$ cat src/rtl/ram_rr_arbiter.sv
// rtl/ram_rr_arbiter.sv - two-port round-robin arbiter/sequencer for a single-port RAM
//
// Serialises accesses from two requesters onto one RAM port. Each grant takes
// three cycles: IDLE (arbitrate and latch), ACCESS (one strobe cycle) and RESP
// (one-cycle ack with read data). All outputs are registered.
//
// Ports:
//   clk, rst_n                   clock, asynchronous active-low reset
//   req0/1, we0/1                request (held until ack), 1 = write / 0 = read
//   addr0/1, wdata0/1            access address and write data
//   ack0/1                       one-cycle completion pulse
//   rdata0/1                     read data, updated only on a read ack to that port
//   ram_addr, ram_datain         RAM address and write data
//   ram_read, ram_write          RAM strobes, high for exactly one cycle per access
//   ram_dataout                  RAM read data (combinational from ram_addr)

module ram_rr_arbiter #(
    parameter int DW = 4,
    parameter int AW = 4
) (
    input  logic          clk,
    input  logic          rst_n,
    input  logic          req0,
    input  logic          req1,
    input  logic          we0,
    input  logic          we1,
    input  logic [AW-1:0] addr0,
    input  logic [AW-1:0] addr1,
    input  logic [DW-1:0] wdata0,
    input  logic [DW-1:0] wdata1,
    output logic          ack0,
    output logic          ack1,
    output logic [DW-1:0] rdata0,
    output logic [DW-1:0] rdata1,
    output logic [AW-1:0] ram_addr,
    output logic [DW-1:0] ram_datain,
    output logic          ram_read,
    output logic          ram_write,
    input  logic [DW-1:0] ram_dataout
);

    typedef enum logic [1:0] {
        IDLE   = 2'd0,
        ACCESS = 2'd1,
        RESP   = 2'd2
    } state_t;

    state_t        state_q;
    logic          ptr_q;       // port holding priority on a tie
    logic          id_q;        // port currently being served
    logic          ack0_q;
    logic          ack1_q;
    logic [DW-1:0] rdata0_q;
    logic [DW-1:0] rdata1_q;
    logic [AW-1:0] ram_addr_q;
    logic [DW-1:0] ram_datain_q;
    logic          ram_read_q;
    logic          ram_write_q;

    // Winner selection: a lone requester wins outright, a tie goes to ptr_q.
    logic          grant1_d;
    logic          grant_we_d;
    logic [AW-1:0] grant_addr_d;
    logic [DW-1:0] grant_wdata_d;

    always_comb begin
        grant1_d      = req1 && (!req0 || ptr_q);
        grant_we_d    = grant1_d ? we1    : we0;
        grant_addr_d  = grant1_d ? addr1  : addr0;
        grant_wdata_d = grant1_d ? wdata1 : wdata0;
    end

    always_ff @(posedge clk or negedge rst_n) begin
        if (!rst_n) begin
            state_q      <= IDLE;
            ptr_q        <= 1'b0;
            id_q         <= 1'b0;
            ack0_q       <= 1'b0;
            ack1_q       <= 1'b0;
            rdata0_q     <= '0;
            rdata1_q     <= '0;
            ram_addr_q   <= '0;
            ram_datain_q <= '0;
            ram_read_q   <= 1'b0;
            ram_write_q  <= 1'b0;
        end else begin
            // Strobes and acks are single-cycle pulses unless set below.
            ack0_q      <= 1'b0;
            ack1_q      <= 1'b0;
            ram_read_q  <= 1'b0;
            ram_write_q <= 1'b0;
            case (state_q)
                IDLE: begin
                    if (req0 || req1) begin
                        // Latching straight into the RAM-facing registers makes
                        // the strobe appear in the ACCESS cycle and freezes the
                        // request against later changes on the inputs.
                        id_q       <= grant1_d;
                        ram_addr_q <= grant_addr_d;
                        if (grant_we_d) begin
                            ram_datain_q <= grant_wdata_d;
                            ram_write_q  <= 1'b1;
                        end else begin
                            ram_read_q   <= 1'b1;
                        end
                        state_q <= ACCESS;
                    end
                end
                ACCESS: begin
                    // ram_read_q is still high here exactly for a read access.
                    if (id_q) begin
                        ack1_q <= 1'b1;
                        if (ram_read_q) rdata1_q <= ram_dataout;
                    end else begin
                        ack0_q <= 1'b1;
                        if (ram_read_q) rdata0_q <= ram_dataout;
                    end
                    state_q <= RESP;
                end
                RESP: begin
                    ptr_q   <= ~id_q;
                    state_q <= IDLE;
                end
                default: begin
                    state_q <= IDLE;
                end
            endcase
        end
    end

    assign ack0       = ack0_q;
    assign ack1       = ack1_q;
    assign rdata0     = rdata0_q;
    assign rdata1     = rdata1_q;
    assign ram_addr   = ram_addr_q;
    assign ram_datain = ram_datain_q;
    assign ram_read   = ram_read_q;
    assign ram_write  = ram_write_q;

endmodule
$ cat config.mk
export PLATFORM = sky130hd
export DESIGN_NAME = ram_rr_arbiter
export DESIGN_NICKNAME = d
export VERILOG_FILES = /design/src/rtl/ram_rr_arbiter.sv
export SDC_FILE = /design/constraint.sdc
export NUM_CORES = 1
export LEC_CHECK = 0
export BUFFER_PORTS_ARGS = -buffer_cell sky130_fd_sc_hd__buf_2
export CORE_MARGIN = 1
export CORE_UTILIZATION = 48
export CTS_BUF_LIST = sky130_fd_sc_hd__clkbuf_4
export CTS_CLUSTER_DIAMETER = 30
export DETAILED_ROUTE_END_ITERATION = 16
export PLACE_DENSITY = 0.81
export SYNTH_ARGS = -nofsm -noshare
export SYNTH_HDL_FRONTEND = slang
export SYNTH_SLANG_ARGS = --single-unit
$ cat constraint.sdc
create_clock -name clk -period 1.6 [get_ports clk]
set_input_delay 0.32 -clock clk [delete_from_list [all_inputs] [get_ports clk]]
set_output_delay 0.32 -clock clk [all_outputs]
set_load 0.01 [all_outputs]
* After elaboration in Yosys (flattened, before gate mapping)
Cells that the tools add are included.
Storage, ports and cells: bits in registers 24, logic and storage cells 39, output and inout port bits 20, input port bits 26
Operators by class: mux-type cells 15, bitwise logic cells 1, equal/unequal tests 3, reduce and logical (&&, ||, !) cells 9
Operators by type and width (count):
- $mux 1 | 11
- $reduce_and 3->1 | 3
- $mux 4 | 2
- $pmux 2 s2 | 1
- $eq 2x1->1 const B | 1
- $eq 2x2->1 const B | 1
- $logic_not 2->1 | 1
- $logic_or 1x1->1 | 2
- $mux 2 | 1
- $ne 2x2->1 const B | 1
- $reduce_and 2->1 | 1
- $logic_and 1x1->1 | 1
- $logic_not 1->1 | 1
- $not 1->1 | 1

* Depth between registers and ports, before layout
Gate-level depths: netlist of run 1.
depth after elaboration 7, depth in mapped cells 4, depth with buffers taken out 3

* Worst setup path before layout of run 1
Ideal clock, no wire load.
path kind reg2reg, from reg state_q[0], to reg ram_datain_q[0], in the netlist ram_datain[0], arrival time 1.129 ns, required time 1.468 ns, buffers on the path 0, cell stages (with the launch flop) 4, setup slack 0.339 ns, library setup time 0.132 ns, cell sequence dfrtp_1 -> nor3b_1 -> and3_1 -> a221oi_1
On the way: longest elaborated chain between the ends 2
Ends and longest elaborated chain:
- start: declaration | RTL line 48 | state_t state_q;
- start signal: assignment | RTL line 75 | state_q <= IDLE;
- start signal: assignment | RTL line 106 | state_q <= ACCESS;
- start signal: assignment | RTL line 118 | state_q <= RESP;
- $logic_not 2->1 | RTL line 92 | case (state_q)
- $reduce_and 3->1 (no source line)
- end signal: assignment | RTL line 101 | ram_datain_q <= grant_wdata_d;
- end: declaration | RTL line 56 | logic [DW-1:0] ram_datain_q;
No other way between the ends. A chain may end at the register's enable or synchronous reset.

* Worst setup path in the final report of run 1
from reg state_q[1], to reg ram_datain_q[0], in the netlist ram_datain[0]
The elaborated chain is that of the path after synthesis.

==> results of run 1 <==
==> what timing repair did <==
action	4_1_cts	5_1_grt
hold buffers	1	0
resized for setup	0	0
endpoints found under the hold margin	24	0
==> layout by cell type (no fill, tap or decap) <==
master and instances:
o21ai_0 7, o31ai_1 1, a21oi_1 4, nor3_1 4, dfrtp_1 24, mux2_2 8, or2_2 1, and2_1 3
a31oi_1 8, bufinv_16 1, buf_4 3, nor2_1 1, nand3_1 7, and2_2 1, nand4bb_4 1, nand2b_1 1
and2b_1 1, a21boi_0 1, nor3b_1 2, dlygate4sd3_1 1, buf_2 45, nor2b_1 1, or2_1 1, clkbuf_4 3
and3_1 2, inv_1 7, a221oi_1 4
==> synthesized netlist by cell type (2+ instances only) <==
library cell  count
a21oi_1           4
a221oi_1          4
a31oi_1           8
and2_1            3
and3_1            2
clkbuf_1          2
dfrtp_1          24
inv_1             7
mux2_2            8
nand3_1           7
nor3_1            4
nor3b_1           2
o21ai_0           7
==> routing by layer <==
metal / wire, µm / track usage [%] / vias up
li1: - / - / 441
met1: 1010 / 27.3 / 439
met2: 1190 / 35.6 / 47
met3: 169 / 4.05 / 4
met4: 25 / 8.33 / 0
met5: 0 / 0 / -
==> metrics by stage <==
step	instances	utilization, %	hold WS, ns
global placement	165	65.6	0.316
CTS	170	68.7	0.244
floorplan	93	-	0.0244
finish	170	68.7	0.254
global route	170	68.7	0.239
detailed placement	165	65.6	0.319
==> power groups by stage <==
| stage | clock network (mW) | registers, mW | logic, mW |
|---|---|---|---|
| 2_1_floorplan | 0 | 1.17 | 0.485 |
| 3_3_place_gp | 0 | 1.07 | 0.982 |
| 3_5_place_dp | 0 | 1.08 | 1.02 |
| 4_1_cts | 0.431 | 1.07 | 1.03 |
| 5_1_grt | 0.460 | 1.11 | 1.11 |
| 6_report | 0.422 | 1.07 | 1.02 |
==> flip-flops by register name, summed over array words and instances (netlist names) <==
signal / flops
ram_addr: 4
ram_datain: 4
rdata0: 4
rdata1: 4
state_q: 2
ack0: 1
ack1: 1
id_q: 1
ptr_q: 1
ram_read: 1
ram_write: 1
==> cells by family (layout without fill, tap and decap cells) <==
logic type	count (synthesis)	after routing	synth area share, %
flops	24	24	56.8
compound gates	25	25	14.7
buf+inv	10	60	3.67
mux	8	8	8.52
simple gates	26	26	16.3
==> final cells by class <==
class	instances	area (µm²)	area share (%)
tap	27	33.8	2.43
inverter	7	26.3	1.89
sequential	24	601	43.2
multi-input combinational	59	418	30.1
timing repair buffer	49	258	18.6
clock inverter	1	30.0	2.16
clock buffer	3	22.5	1.62
==> worst max-delay path by stage <==
stage / end / slack (ns) / startpoint / depth (start not counted)
floorplan: ram_datain[0] / 0.34 / state_q[0] / 3
global placement: rdata0[0] / 0.23 / state_q[0] / 3
detailed placement: ram_datain[1] / 0.17 / req1 / 4
CTS: ram_datain[0] / 0.15 / state_q[1] / 3
global route: ram_datain[0] / 0.07 / state_q[1] / 3
finish: ram_datain[0] / 0.16 / state_q[1] / 3
==> worst max-delay path, cell delays in order, from the launching register on <==
cell,delay [ns]
dfrtp_1,0.47
nand4bb_4,0.29
or2_1,0.29
a221oi_1,0.29
==> metrics.md, run 1 <==
| Metric | Value |
|---|---|
| Status | completed |
| # port buffers | 45 |
| Worst Hold Class | primary input to flop |
| Pwr Total | around 2.5 mW |
| Num CTS Buffers | 3 |
| Worst-path fanout max | 6 |
| Row cnt | 16 |
| Worst setup EP type | flop |
| GPL Wtd Cong | 0.829 |
| Avg Inst Size Synth | approximately 11 µm² |
| Top post-synthesis cells by area | dfrtp_1, mux2_2, a31oi_1 |
| CP required | 1.80 ns |
| CTS tree | yes |
| Antenna violations before repair | 0 |
| Clk sinks | 24 |
| Vias in the first global route | 888 |
| Routed WL per cell | 14.1 µm |
| Hold Path Sink | rdata0[1] |
| Clk root buf | clkbuf_4 |
| Reg2reg path depth | 3 |
| Fin. Hold Viols | 0 |
| ANT nets after route | 0 |
| Placed inst area | 1330 µm² |
| Post-synth EDFFs | 0 |
| Synth unique cells | 24 |
| Asr flop ratio synth | 100% |
| Actual slew at the worst max-slew pin | ~0.5 ns |
| Die Y-Extent | between 40 and 50 µm |
| Leakage | 0.676 nW |
| Prevailing post-synth register cell | dfrtp_1 |
| Core area | 2020 µm² |
| Reg2Reg Setup Slack | 0.16 ns |
| Setup bufs post-CTS | 0 |
| Top cell type's share of synthesized area | a little under three fifths |
| Number of synthesized register bits | 24 |
| Drt pass-1 iters | 4 |
| DRC | 0 |
| Cell count of the worst hold path | 2 |
| Clock share of power | 16.8% |
| Worst clock skew | 0.00413 ns |
| Yosys warns | 0 |
| HP Start | ram_dataout[1] |
| Die area | between 2000 and 2500 µm² |
| Fin crit share | 89.9% |
| Cell taking the most area after synthesis | dfrtp_1 |
| CTS HTree Levels | 1 |
| Worst-path clk slew | 0.13 ns |
| Largest net degree at the start of global routing | 25 |
| Drt total wl | ~2400 µm |
| Reported net switching power | 0.870 mW |
| Layout cell share with drive strength beyond 1 | 44.1% |
| Peak supply drop | 0.000914 V |
| Fillers | 158 |
| IO Pins | 46 |
| Detail Placement HPWL | roughly 1800 µm |
| 1st-iter DRT viols | 17 |
| Worst setup margin | between 0.15 and 0.2 ns |
| Crit start category | flop |
| Syn Inst Count | 93 |
| Initial Util | 52.3% |
| Int Pwr | between 1.5 and 2 mW |
| Seq pwr share | 42.7% |
| Reg2Reg Launch Point | state_q[1] |
| CTS max path bufs | 2 |
| Pwr Density | 1810 nW/µm² |
| Antenna fix cells | 0 |
| Post-synth net total | 119 |
| Mapped cell area | 1060 µm² |
| Post-DR vias/cell | 5.48 |
| Maximum clock frequency | 695 MHz |
| RSZ-0062 raised after global routing | no |
| Critical path arrival | 1.64 ns |
| GRT Util Overall | 21.3% |
| Via count | 931 |
| Post-route cell area | 1390 µm² |
| Die W | 48.9 µm |
| R2R Path End | ram_datain[0] |
| Area Growth Syn to Fin | 31.4% |
| Total congestion overflow | 0 |
| Post-synthesis sequential area ratio | 56.8% |
| First-pass GRT wire length | around 3900 µm |
| Relative max-transition margin | 66.0% |
| Tmin final | between 1 and 1.5 ns |
| Final #Nets | 170 |
| Endpoints failing setup | 0 |
| Maxcap violations | 0 |
| TNS Setup | 0 ns |
| Max-slew violation count | 0 |
| Critical path class | flop to flop |
| Worst-Skew Late Latency | 0.30 ns |
| Combinational share of power | 40.5% |
| Sw Ratio | 34.6% |
| Post-place setup slack | 0.173 ns |
Note: power is estimated with default switching activity, not from simulation.
==> inputs of run 2 (changes only) <==
Settings changed: GPL_TIMING_DRIVEN set to 0.
==> run 2 against run 1 <==
  * Count of clock-buffer cells in the layout is the same
  * Setup slack lost 0.0074 ns
  * Fmax shrank 0.51%
  * Utilization shrank 1.7 points
  * Via count is the same
  * Sequential share of layout area grew 1.1 points
  * Clock power shrank 42%
  * Global-route usage grew 0.26 points
  * Final cell count shrank 0.59%
  * Routed wire length shrank 4.3%
  * Combinational power shrank 4%
==> metrics.md, run 2 (synthesis results as in run 1) <==
| Metric | Value |
|---|---|
| CTS tree | yes |
| Row cnt | 16 |
| Most common cell after layout, fill and taps aside | buf_2 |
| Maxcap violations | 0 |
| Crit start category | flop |
| TNS Setup | 0 ns |
| Post-DR vias/cell | around 5.5 |
| Routed WL per cell | 13.6 µm |
| Initial Util | 52.3% |
| CTS max path bufs | 2 |
| Total congestion overflow | 0 |
| Area Growth Syn to Fin | 28.0% |
| Max-slew violation count | 0 |
| Worst-path clk slew | between 0.1 and 0.15 ns |
| Fin crit share | 90.4% |
| Endpoints failing setup | 0 |
| Worst setup margin | 0.154 ns |
| CP max stage cell | dfrtp_1 |
| Die area | 2390 µm² |
| Leakage | 0.656 nW |
| DRC | 0 |
| Relative max-transition margin | 65.4% |
| GPL Wtd Cong | 0.779 |
| Post-place setup slack | 0.0550 ns |
| Post-route cell area | roughly 1400 µm² |
| Core area | 2020 µm² |
| CTS HTree Levels | 1 |
| ANT nets after route | 0 |
| Die Y-Extent | 48.9 µm |
| Critical path class | flop to flop |
| Vias in the first global route | 896 |
| Antenna violations before repair | 0 |
| GRT Util Overall | 21.6% |
| Worst-Skew Late Latency | ~0.3 ns |
| CP required | 1.82 ns |
| Detail Placement HPWL | 1730 µm |
| Worst Hold Class | primary input to flop |
| Worst setup EP type | flop |
| Status | completed |
| Placed inst area | 1320 µm² |
| RSZ-0062 raised after global routing | no |
| Peak per-stage delay on the critical path | between 0.4 and 0.5 ns |
| Final #Nets | 170 |
| Tmin final | ~1.4 ns |
| Clk root buf | clkbuf_4 |
| Largest net degree at the start of global routing | 25 |
| Crit-path cells | nor2_1 > and2_1 > buf_2 > a21boi_0 |
| Antenna fix cells | 0 |
| First-pass GRT wire length | 3940 µm |
| Maximum clock frequency | 691 MHz |
| Drt total wl | 2290 µm |
| Fin. Hold Viols | 0 |
| Layout cell share with drive strength beyond 1 | between 40% and 50% |
| Peak supply drop | ~0.00094 V |
| Num CTS Buffers | 3 |
| Drt pass-1 iters | 4 |
| IO Pins | 46 |
| 1st-iter DRT viols | 19 |
| Pwr Total | around 2.3 mW |
| Via count | 931 |
| # port buffers | 45 |
| Worst-path fanout max | 8 |
| Actual slew at the worst max-slew pin | 0.519 ns |
| Die W | roughly 49 µm |
| Most frequent cells in the layout | buf_2, dfrtp_1, mux2_2, a31oi_1 |
| Critical path arrival | approximately 1.7 ns |
| Pwr Density | 1700 nW/µm² |
| Worst clock skew | 0.00239 ns |
| Clk sinks | 24 |
[run 2: cell types whose count changed in the layout (fill, tap and decap cells not counted), sizes merged]
| cell | delta |
|---|---|
| buf | -2 |
| bufinv | -1 |
| clkbuf | +2 |
[run 2: path summary, 6_finish.rpt]
kind	startpoint	endpoint	slack [ns]	cells after the start
min in group asynchronous	rst_n	rdata0[2]	0.51	2
max in group asynchronous	rst_n	ram_read	0.75	2
min	wdata1[0]	ram_datain[0]	0.26	3
max reg2reg	state_q[0]	ram_write	0.15	4
max	state_q[0]	ram_write	0.15	4
min reg2reg	rdata1[2]	rdata1[2]	0.52	1
[run 2: layout make-up]
cell class,instances,area [µm²]
clock buffers,3,22.5
well taps,27,33.8
fillers,165,668
plain buffers,3,12.5
multi-input cells,59,423
inverters,7,26.3
flip-flops and latches,24,601
repair buffers,46,235
[run 2: power breakdown]
group | switching [mW] | internal (mW) | total [mW]
clock network | 0.158 | 0.0878 | 0.246
logic | 0.501 | 0.477 | 0.978
registers | 0.183 | 0.890 | 1.07
[run 2: timing repair]
| action | 4_1_cts | 5_1_grt |
|---|---|---|
| hold buffers | 1 | 0 |
| setup endpoints to repair | 0 | 4 |
| resized for setup | 0 | 1 |
| hold endpoints to repair | 24 | 0 |
| setup buffers | 0 | 0 |
[run 2: metal layers]
metal / global-route usage (%) / wire length [µm]
met4: 9.80 / 48
met5: 0 / 0
met1: 28.0 / 972
met2: 35.9 / 1120
met3: 3.12 / 149
[run 2: stage by stage]
stage / util (%) / cells / hold WS (ns)
3_3_place_gp: 65.1 / 165 / 0.318
2_1_floorplan: - / 93 / 0.0244
3_5_place_dp: 65.1 / 165 / 0.322
5_1_grt: 67.0 / 169 / 0.249
6_report: 67.0 / 169 / 0.256
4_1_cts: 66.7 / 169 / 0.249
[run 2: critical path: cells and delay by family (launching register included)]
kind / cells / cell delay, ns
flip-flops: 1 / 0.48
AND/OR/NAND/NOR: 2 / 0.52
buffers and inverters: 1 / 0.16
AO/OA/AOI/OAI: 1 / 0.21
==> inputs of run 3 (changes only) <==
Settings changed: ABC_AREA set to 1, PLACE_DENSITY 0.81 to 0.8.
==> run 3 against run 2 <==
  * Die area increased by 1.7%
  * Clock power increased by 7%
  * Worst hold slack got worse by 0.017 ns
  * Global-route usage decreased by 0.19 points
  * Non-clock buffer count increased by 1
  * Sequential share of layout area decreased by 0.57 points
  * Flip-flop and latch count unchanged
  * Critical path depth decreased by 3
  * Utilization increased by 0.20 points
  * Fmax increased by 14%
  * Routed wire length decreased by 3.9%
==> metrics.md, run 3 <==
| Metric | Value |
|---|---|
| Post-synthesis sequential area ratio | 55.8% |
| Die area | 2430 µm² |
| CP delay by family, top | flip-flops |
| Yosys warns | 0 |
| GPL Wtd Cong | 0.793 |
| CTS HTree Levels | 1 |
| Reg2reg path depth | 6 |
| R2R Path End | ram_datain[1] |
| Worst-Skew Late Latency | between 0.3 and 0.4 ns |
| Hold Path Sink | ram_addr[0] |
| Area Growth Syn to Fin | 27.4% |
| Stages on worst setup path | 1 |
| Max-slew violation count | 0 |
| CP max stage cell | dfrtp_1 |
| Worst-path fanout max | 3 |
| Critical path class | flop to output port |
| Top post-synthesis cells by area | dfrtp_1, nand2_1, nand3_1 |
| ANT nets after route | 0 |
| Crit start category | flop |
| Drt total wl | 2200 µm |
| Via count | approximately 950 |
| CTS max path bufs | 2 |
| Core area | ~2000 µm² |
| RSZ-0062 raised after global routing | no |
| Post-synth EDFFs | 0 |
| Cell taking the most area after synthesis | dfrtp_1 |
| Most common cell after layout, fill and taps aside | buf_2 |
| Peak supply drop | 0.00103 V |
| Vias in the first global route | 974 |
| Top-count cell post-synth | nand2_1 |
| CP bufs+invs | 1 |
| Worst setup EP type | output port |
| Detail Placement HPWL | roughly 1700 µm |
| Row cnt | 16 |
| Reg2Reg Launch Point | state_q[1] |
| Layout cell share with drive strength beyond 1 | 39.9% |
| IO Pins | 46 |
| 1st-iter DRT viols | 9 |
| Tmin final | 1.27 ns |
| Mapped cell area | 1080 µm² |
| Worst clock skew | 0.00845 ns |
| Top cell type's share of synthesized area | 55.8% |
| CTS tree | yes |
| First-pass GRT wire length | between 3000 and 4000 µm |
| Commonest cells in the netlist | nand2_1, dfrtp_1, nand3_1 |
| # port buffers | 45 |
| Worst Hold Class | primary input to flop |
| GRT Util Overall | 21.4% |
| Fin. Hold Viols | 0 |
| CP required | ~1.3 ns |
| DRC | 0 |
| Avg Inst Size Synth | between 9 and 10 µm² |
| Cell count of the worst hold path | 3 |
| Fin crit share | 79.1% |
| Pwr Density | 1700 nW/µm² |
| Die W | 49.3 µm |
| Fillers | roughly 180 |
| Synth unique cells | 20 |
| Drt pass-1 iters | 4 |
| Asr flop ratio synth | 100% |
| Maximum clock frequency | 790 MHz |
| Antenna violations before repair | 0 |
| Reg2Reg Setup Slack | 0.40 ns |
| TNS Setup | 0 ns |
| Prevailing post-synth register cell | dfrtp_1 |
| Post-DR vias/cell | 4.87 |
| Worst-path clk slew | between 0.1 and 0.15 ns |
| Syn Inst Count | around 120 |
| Status | completed |
| Largest net degree at the start of global routing | 25 |
| Initial Util | 52.7% |
| Die Y-Extent | roughly 50 µm |
| Endpoints failing setup | 0 |
| Clk sinks | 24 |
| Antenna fix cells | 0 |
| Num CTS Buffers | 3 |
| Peak per-stage delay on the critical path | 0.46 ns |
| Actual slew at the worst max-slew pin | between 0.5 and 0.6 ns |
| Crit-path cells | buf_2 |
| HP Start | addr0[0] |
| Routed WL per cell | 11.3 µm |
| Most frequent cells in the layout | buf_2, nand2_1, dfrtp_1 |
| Layout Cells excl Fill | 195 |
| Post-synth net total | 144 |
| Pwr Total | about 2.3 mW |
| Setup bufs post-CTS | 0 |
| Final #Nets | 195 |
| Number of synthesized register bits | 24 |
| Maxcap violations | 0 |
| Cell total after placement | 190 |
| Relative max-transition margin | 66.0% |
| Clk root buf | clkbuf_4 |
| Leakage | 0.786 nW |
| Critical path arrival | ~0.95 ns |
| Total congestion overflow | 0 |
[run 3: cell type report]
cell class                      instances  area (µm²)  area share [%]
Buffer                                  4        31.3            2.28
Clock buffer                            3        22.5            1.64
Clock inverter                          1        3.75           0.274
Inverter                               13        48.8            3.56
Multi-Input combinational cell         77         395            28.8
Sequential cell                        24         601            43.8
Tap cell                               27        33.8            2.46
Timing Repair Buffer                   46         235            17.2
[run 3: where the power goes]
part	leakage (nW)	switching, mW	internal [mW]	total, mW
clock network	0.0154	0.171	0.0912	0.262
logic	0.480	0.593	0.423	1.02
registers	0.291	0.167	0.882	1.05
total	0.786	0.931	1.40	2.33
[run 3: what timing repair did]
action / CTS / global route
gates resized for setup: 0 / 0
hold buffers: 1 / 0
endpoints found under the hold margin: 24 / 0
[run 3: worst max-delay path by stage]
stage	start	end	slack [ns]
after floorplan	state_q[1]	ram_datain[0]	0.57
after global placement	state_q[1]	ram_datain[2]	0.44
after detailed placement	state_q[1]	ram_datain[0]	0.44
after CTS	ram_read	ram_read	0.32
after global routing	ptr_q	ram_datain[2]	0.26
final	ram_read	ram_read	0.33
[run 3: cell families (layout without fill, tap and decap cells)]
family	after synthesis	in the layout	synth area share [%]
compound gates	15	15	8.49
buf+inv	17	67	7.44
flops	24	24	55.8
simple gates	62	62	28.3
[run 3: metal layers]
metal / track usage [%] / share of wire [%]
met3: 3.43 / 6.7
met4: 11.3 / 2.0
met5: 0 / 0
met1: 23.4 / 40
met2: 39.0 / 51
[run 3: stage by stage]
step | setup slack [ns] | util [%] | hold slack (ns) | cell area (µm²)
final | 0.334 | 67.2 | 0.239 | 1370
after global placement | 0.445 | 65.4 | 0.315 | 1340
after detailed placement | 0.443 | 65.4 | 0.325 | 1340
after CTS | 0.315 | 67.2 | 0.229 | 1370
after floorplan | 0.568 | - | 0.0244 | 1080
after global routing | 0.260 | 67.2 | 0.236 | 1370
